--- src/rtl/cnna_mul_pipe_pkg.sv ---
// cnna_mul_pipe_pkg -- shared definitions for the pipelined multiplier.
//   - product width derivation (prod_width)
//   - legal pipeline depth limits
//   - signed-mode enum, encoded as {din0_signed, din1_signed}
//   - ACC_BITS: payload bits reserved for the accumulate flag; this is 1 when
//     CNNA_MUL_ACC_EN is defined and 0 otherwise
package cnna_mul_pipe_pkg;

  localparam int NUM_STAGE_MIN = 1;
  localparam int NUM_STAGE_MAX = 6;

`ifdef CNNA_MUL_ACC_EN
  localparam int ACC_BITS = 1;
`else
  localparam int ACC_BITS = 0;
`endif

  typedef enum logic [1:0] {
    MODE_UU = 2'b00,
    MODE_US = 2'b01,
    MODE_SU = 2'b10,
    MODE_SS = 2'b11
  } mode_e;

  function automatic int prod_width(input int a_w, input int b_w);
    return a_w + b_w;
  endfunction

endpackage

--- src/rtl/cnna_mul_pipe_stage.sv ---
// cnna_mul_pipe_stage -- a single valid/ready register stage.
// The stage accepts a new beat whenever it is empty or its current beat
// leaves this cycle. Because of this rule, bubbles collapse under a stall.
// Ports:
//   clk, rst_n  clock and asynchronous active-low reset (clears valid)
//   up_valid    upstream beat valid
//   up_data     upstream payload
//   up_ready    stage can take a beat this cycle
//   down_ready  downstream takes our beat this cycle
//   valid       stage holds a beat
//   data        stage payload
// Parameters: W (payload width).
//             RESET_DATA (set to 1 to also clear the payload on reset).
module cnna_mul_pipe_stage #(
  parameter int W          = 8,
  parameter bit RESET_DATA = 1'b0
) (
  input  logic         clk,
  input  logic         rst_n,
  input  logic         up_valid,
  input  logic [W-1:0] up_data,
  output logic         up_ready,
  input  logic         down_ready,
  output logic         valid,
  output logic [W-1:0] data
);

  assign up_ready = !valid || down_ready;

  // NOTE: sequential state uses non-blocking assignments so every register
  // samples pre-edge values regardless of process evaluation order.
  always_ff @(posedge clk or negedge rst_n) begin
    if (!rst_n) valid <= 1'b0;
    else if (up_ready) valid <= up_valid;
  end

  if (RESET_DATA) begin : g_data_rst
    always_ff @(posedge clk or negedge rst_n) begin
      if (!rst_n) data <= '0;
      else if (up_ready && up_valid) data <= up_data;
    end
  end else begin : g_data_norst
    // NOTE: the payload is meaningless while valid is 0. For that reason it
    // has no reset, which keeps the reset net off the wide datapath flops.
    always_ff @(posedge clk) begin
      if (up_ready && up_valid) data <= up_data;
    end
  end

endmodule

--- src/rtl/cnna_mul_pipe.sv ---
// cnna_mul_pipe -- valid/ready multiplier with NUM_STAGE register stages.
// Each operand is extended by its own signed flag to the full product width.
// The result is truncated (wrap) or extended to DOUT_WIDTH. If either
// operand is signed, the extension is a sign extension.
// Latency is NUM_STAGE cycles without stalls, and throughput is one beat
// per cycle.
// Ports:
//   ap_clk, ap_rst_n           clock and asynchronous active-low reset
//   in_valid/in_ready          operand handshake
//   din0, din1                 operands A and B
//   din0_signed, din1_signed   per-beat signed mode flags
//   acc_first                  present only with CNNA_MUL_ACC_EN.
//                              1 = start a new sum, 0 = add the product to
//                              the previous result.
//   out_valid/out_ready, dout  result handshake and value
// Optional feature macro: CNNA_MUL_ACC_EN (adds the running accumulator).
module cnna_mul_pipe
  import cnna_mul_pipe_pkg::*;
#(
  parameter int DIN0_WIDTH = 8,
  parameter int DIN1_WIDTH = 27,
  parameter int DOUT_WIDTH = 35,
  parameter int NUM_STAGE  = 3
) (
  input  logic                  ap_clk,
  input  logic                  ap_rst_n,
  input  logic                  in_valid,
  output logic                  in_ready,
  input  logic [DIN0_WIDTH-1:0] din0,
  input  logic [DIN1_WIDTH-1:0] din1,
  input  logic                  din0_signed,
  input  logic                  din1_signed,
`ifdef CNNA_MUL_ACC_EN
  input  logic                  acc_first,
`endif
  output logic                  out_valid,
  input  logic                  out_ready,
  output logic [DOUT_WIDTH-1:0] dout
);

  localparam int PW    = prod_width(DIN0_WIDTH, DIN1_WIDTH);
  // Payload layout: [PW-1:0] product, [PW] sign-extend flag, [PW+1] acc_first.
  localparam int PAY_W = PW + 1 + ACC_BITS;

  if (NUM_STAGE < NUM_STAGE_MIN || NUM_STAGE > NUM_STAGE_MAX) begin : g_bad_cfg
    $error("cnna_mul_pipe: NUM_STAGE out of range 1..6");
  end

  mode_e           mode;
  logic            a_sgn, b_sgn;
  logic [PW-1:0]   a_ext, b_ext, prod;
  logic [PAY_W-1:0] pay_in;

  assign mode  = mode_e'({din0_signed, din1_signed});
  assign a_sgn = (mode == MODE_SU) || (mode == MODE_SS);
  assign b_sgn = (mode == MODE_US) || (mode == MODE_SS);
  assign a_ext = {{DIN1_WIDTH{a_sgn & din0[DIN0_WIDTH-1]}}, din0};
  assign b_ext = {{DIN0_WIDTH{b_sgn & din1[DIN1_WIDTH-1]}}, din1};
  // Both operands are extended to PW, so the low PW bits of the product are
  // exact for every mode, including -2^(W-1) x -2^(W-1).
  assign prod  = a_ext * b_ext;

  assign pay_in[PW-1:0] = prod;
  assign pay_in[PW]     = a_sgn | b_sgn;
`ifdef CNNA_MUL_ACC_EN
  assign pay_in[PW+1]   = acc_first;
`endif

  // Handshake chain. Index 0 is the input port. rdy[NUM_STAGE] is out_ready.
  logic [NUM_STAGE-1:0]            vld;
  logic [NUM_STAGE:0]              rdy;
  logic [NUM_STAGE-1:0][PAY_W-1:0] pay;

  assign vld[0]         = in_valid;
  assign pay[0]         = pay_in;
  assign rdy[NUM_STAGE] = out_ready;
  assign in_ready       = rdy[0];

  for (genvar i = 0; i < NUM_STAGE - 1; i++) begin : g_mid
    cnna_mul_pipe_stage #(.W(PAY_W), .RESET_DATA(1'b0)) u_stage (
      .clk       (ap_clk),
      .rst_n     (ap_rst_n),
      .up_valid  (vld[i]),
      .up_data   (pay[i]),
      .up_ready  (rdy[i]),
      .down_ready(rdy[i+1]),
      .valid     (vld[i+1]),
      .data      (pay[i+1])
    );
  end

  // The last stage stores the formatted result, so its register is dout.
  logic [PW-1:0]         last_prod;
  logic                  last_sx;
  logic [DOUT_WIDTH-1:0] fmt, result;

  assign last_prod = pay[NUM_STAGE-1][PW-1:0];
  assign last_sx   = pay[NUM_STAGE-1][PW];

  if (DOUT_WIDTH <= PW) begin : g_trunc
    logic unused_sx;
    assign unused_sx = last_sx;
    assign fmt       = last_prod[DOUT_WIDTH-1:0];
  end else begin : g_ext
    assign fmt = {{(DOUT_WIDTH-PW){last_sx & last_prod[PW-1]}}, last_prod};
  end

`ifdef CNNA_MUL_ACC_EN
  // dout still holds the previously delivered result when the next beat
  // loads, so dout itself serves as the accumulator register.
  assign result = pay[NUM_STAGE-1][PW+1] ? fmt : dout + fmt;
`else
  assign result = fmt;
`endif

  cnna_mul_pipe_stage #(.W(DOUT_WIDTH), .RESET_DATA(1'b1)) u_last (
    .clk       (ap_clk),
    .rst_n     (ap_rst_n),
    .up_valid  (vld[NUM_STAGE-1]),
    .up_data   (result),
    .up_ready  (rdy[NUM_STAGE-1]),
    .down_ready(rdy[NUM_STAGE]),
    .valid     (out_valid),
    .data      (dout)
  );

endmodule
--- config.mk ---
export PLATFORM = sky130hd
export DESIGN_NAME = cnna_mul_pipe
export DESIGN_NICKNAME = d
export VERILOG_FILES = /design/src/rtl/cnna_mul_pipe_pkg.sv /design/src/rtl/cnna_mul_pipe_stage.sv /design/src/rtl/cnna_mul_pipe.sv
export SDC_FILE = /design/constraint.sdc
export NUM_CORES = 1
export LEC_CHECK = 0
export ABC_AREA = 1
export CAP_MARGIN = 10
export CORE_MARGIN = 10
export CORE_UTILIZATION = 35
export DETAILED_ROUTE_END_ITERATION = 10
export GPL_ROUTABILITY_DRIVEN = 0
export PLACE_DENSITY = 0.57
export SLEW_MARGIN = 10
export SYNTH_ARGS = -nofsm -noshare
export SYNTH_HDL_FRONTEND = slang
export SYNTH_SLANG_ARGS = --single-unit
--- constraint.sdc ---
create_clock -name ap_clk -period 2.3 [get_ports ap_clk]
set_clock_uncertainty 0.05 [all_clocks]
set_input_delay 0.23 -clock ap_clk [delete_from_list [all_inputs] [get_ports ap_clk]]
set_output_delay 0.23 -clock ap_clk [all_outputs]
set_load 0.03 [all_outputs]
==> results.md, run 1 <==
* Post-synth top area cell: fa_1
* Via density at approximately 4.5
* Buf/Inv on CP at 6
* Top cell family by delay on the critical path: adder cells
* H-Tree Depth at 3
* Std-Cell Rows at 69
* Synth area leaders: fa_1 (31%), edfxtp_1 (17%), inv_1 (13%), nand2_1 (12%), dfrtp_1 (7.5%)
* DRT Pass-1 Iters at 5
* Async set-reset flop share out of synthesis at a little over a third
* Number of distinct library cells after synthesis at 32
* Final count of pins violating max slew at 0
* Die height at roughly 210 um
* Seq/Total Area, Yosys at around a quarter
* Setup violation total in the final timing report at 31
* Fmax at 231 MHz
* Input/output buffers at between 70 and 80
* Flops & latches, synth at around 110
* Final cell count without fillers at roughly 2200
* Place WS at -3.02 ns
* Mean post-synth cell area at roughly 8.4 um^2
* Yosys warning total at 0
* Hold Vio Cnt, Final at 0
* Fin crit period at about 4.3 ns
* Post-DP HPWL at around 25 mm
* Critical Path Source Type: input port
* Area Overhead vs Synth at 37.1%
* Final worst slack at -2.04 ns
* Grt total ovfl at 0
* Worst Path Max Fanout at 6
* Detailed-route via count at around 10000
* Mapped Cells at around 1500
* Initial antenna violation count at 0
* Max_cap viols at 0
* Worst EP arrival at roughly 4.4 ns
* Fillers at 3301
* Horiz. Die Dim at about 210 um
* Post-synth top cells: inv_1 (439), nand2_1 (406), fa_1 (196), ha_1 (71), edfxtp_1 (70)
* Vias in the first global route at 10675
* Drt total wl at 32.0 mm
* Die Area at between 40000 and 50000 um^2
* Ports at around 80
* Crit path kind: input port to flip-flop
* Required time worst endpoint at ~2.3 ns
* Primary FF master, synth: edfxtp_1
* Cell mode on critical path: nand2_1
* Crit path cell chain: dlygate4sd2_1 -> buf_6 -> nand2_1 -> inv_1 -> fa_2 -> inv_2 -> fa_2 -> fa_1 -> inv_1 -> fa_1 -> ha_4 -> ha_4 -> nand2_1 -> inv_2 -> nand2_4 -> nor3_4 -> nand4_1 -> nand4_1 -> nand2_1
* Overall Global Routing Usage at roughly 15%
* TritonCTS clock tree: yes
* Number of CTS-inserted buffers at 9
* 1st-iter DRT viols at between 500 and 600
* Nets@finish at between 2000 and 2500
* Most common cell in the synthesized netlist: inv_1
* Mapped Area at about 13000 um^2
* Share of the synthesized area in the top cell type at 30.9%
* Global-route wire length before repair at approximately 54 mm
* Clock root buffer: clkbuf_16
* N_diodes at 0
* Worst Max-Slew Pin Slew at about 0.85 ns
* Starting Density at a little over a third
* Share of cells above drive strength 1 at roughly 30%
* Final period utilization at 189%
* Worst-Skew Late Latency at around 0.34 ns
* Outcome: finished with violations
* Largest net degree at the start of global routing at 39
* Crit path max-delay cell type: fa_2
* Worst Setup End Kind: flip-flop
* Cell total after placement at approximately 2100
* Max Root-Sink Buffers at 2
* Clock sinks at ~110
* RSZ-0062 raised after global routing: true
* Drt drc at 0
* Headroom to the max-slew limit at between 40% and 50%
* Routed length per instance at approximately 15 um
* Core Area at around 36000 um^2
* Failing checks: negative setup slack
* Hold WC Path Type: input port to flip-flop
* Antenna-violating nets left at 0
* CP peak stage delay at about 0.58 ns
* Reg clk slew, reported paths at roughly 0.07 ns
* Synthesized Nets at 1824
* EDFF count, synth at 70
[repair_timing]
action | in CTS | in global routing
pin swaps | 123 | 53
setup endpoints to repair | 32 | 31
gates resized for setup | 378 | 68
cloned | 7 | 0
hold buffers | 1 | 0
endpoints found under the hold margin | 38 | 0
buffers inserted | 29 | 9
[routing by layer]
metal | vias up | GRT usage [%] | part of all wire, %
met5 | - | 0 | 0
met4 | 0 | 3.17 | 1.9
met3 | 41 | 1.72 | 4.3
met2 | 240 | 24.6 | 46
met1 | 4896 | 20.4 | 48
li1 | 4793 | - | -
[placed cells by master, fill, tap and decap left out, types with 4 or more instances in the layout]
master	count
fa_2	21
a21oi_4	4
dlygate4sd2_1	4
ha_1	13
ha_4	58
xor2_2	6
buf_8	6
edfxtp_1	70
buf_4	124
o21ai_1	5
nor2_1	42
nor2_4	11
a21oi_1	18
inv_1	409
nand3_1	16
nand3_2	10
nor2_2	20
nand2_4	25
clkdlybuf4s50_1	39
fa_1	175
nand2_1	344
nand4_1	13
clkdlybuf4s15_2	11
nand2_2	39
bufbuf_16	4
buf_12	12
dfrtp_1	38
nand3_4	7
o21ai_0	4
buf_2	12
o21bai_1	5
xor2_1	8
inv_2	33
a21oi_2	6
mux2_2	35
buf_6	38
clkbuf_16	10
[worst paths after layout]
check / endpoint / slack (ns) / startpoint / cells past startpoint
worst max-delay path: g_mid[0].u_stage.data[24] / -2.04 / din1[17] / 19
worst min-delay path: g_mid[0].u_stage.data[0] / 0.34 / din1[0] / 4
worst max register to register: g_mid[0].u_stage.data[1] / 0.80 / u_last.valid / 6
worst min register to register: g_mid[1].u_stage.data[22] / 0.36 / g_mid[0].u_stage.data[22] / 0
max in group asynchronous: u_last.data[28] / 1.18 / ap_rst_n / 2
min in group asynchronous: u_last.data[2] / 0.48 / ap_rst_n / 2
[state kept, by name, summed over array words and instances (netlist names)]
register,flops
g_mid.u_stage.valid,2
g_mid.u_stage.data,70
u_last.valid,1
u_last.data,35
[final cells by class]
class	count	area, um^2	area share [%]
multi-input combinational	908	9300	53.3
sequential	108	3050	17.5
timing repair buffer	257	2530	14.5
inverter	444	1670	9.59
tap	461	577	3.31
clock buffer	11	264	1.51
clock inverter	5	38.8	0.223
[metrics by stage]
step	hold WS [ns]	area, um^2	setup TNS [ns]	util, %
after floorplan	-0.116	13100	-57.95	-
after CTS	0.321	17200	-54.30	48.0
after detailed placement	0.345	15200	-83.58	42.5
after global placement	0.329	15200	-81.94	42.5
final	0.342	17400	-55.93	48.8
after global routing	0.346	17400	-60.32	48.8
[worst min-delay path, stage by stage]
cell and delay, ns:
buf_2 0.11, buf_4 0.17, nand2_1 0.06, inv_1 0.05
[cells by family after synthesis]
logic type,synth area share [%]
and+or+nand+nor,17.2
buffers and inverters,14.8
adders and majority gates,37.8
DFF,24.0
AOI/OAI and AO/OA,1.93
muxes,3.10
xor gates and xnor gates,1.10
Power of run 1 is left out: the tool's default activity adds up to more than one toggle a clock period on the data nets, which glitch-free logic cannot reach.
==> run 2, diff against run 1 <==
--- a/config.mk
+++ b/config.mk
@@ -11,6 +11,7 @@
 export CORE_UTILIZATION = 35
 export DETAILED_ROUTE_END_ITERATION = 10
 export GPL_ROUTABILITY_DRIVEN = 0
+export HOLD_SLACK_MARGIN = 0.12
 export PLACE_DENSITY = 0.57
 export SLEW_MARGIN = 10
 export SYNTH_ARGS = -nofsm -noshare
==> results of run 2 <==
The final DEF is identical to that of run 1; final timing and power are the same.
Power of run 2 is left out for the same reason.
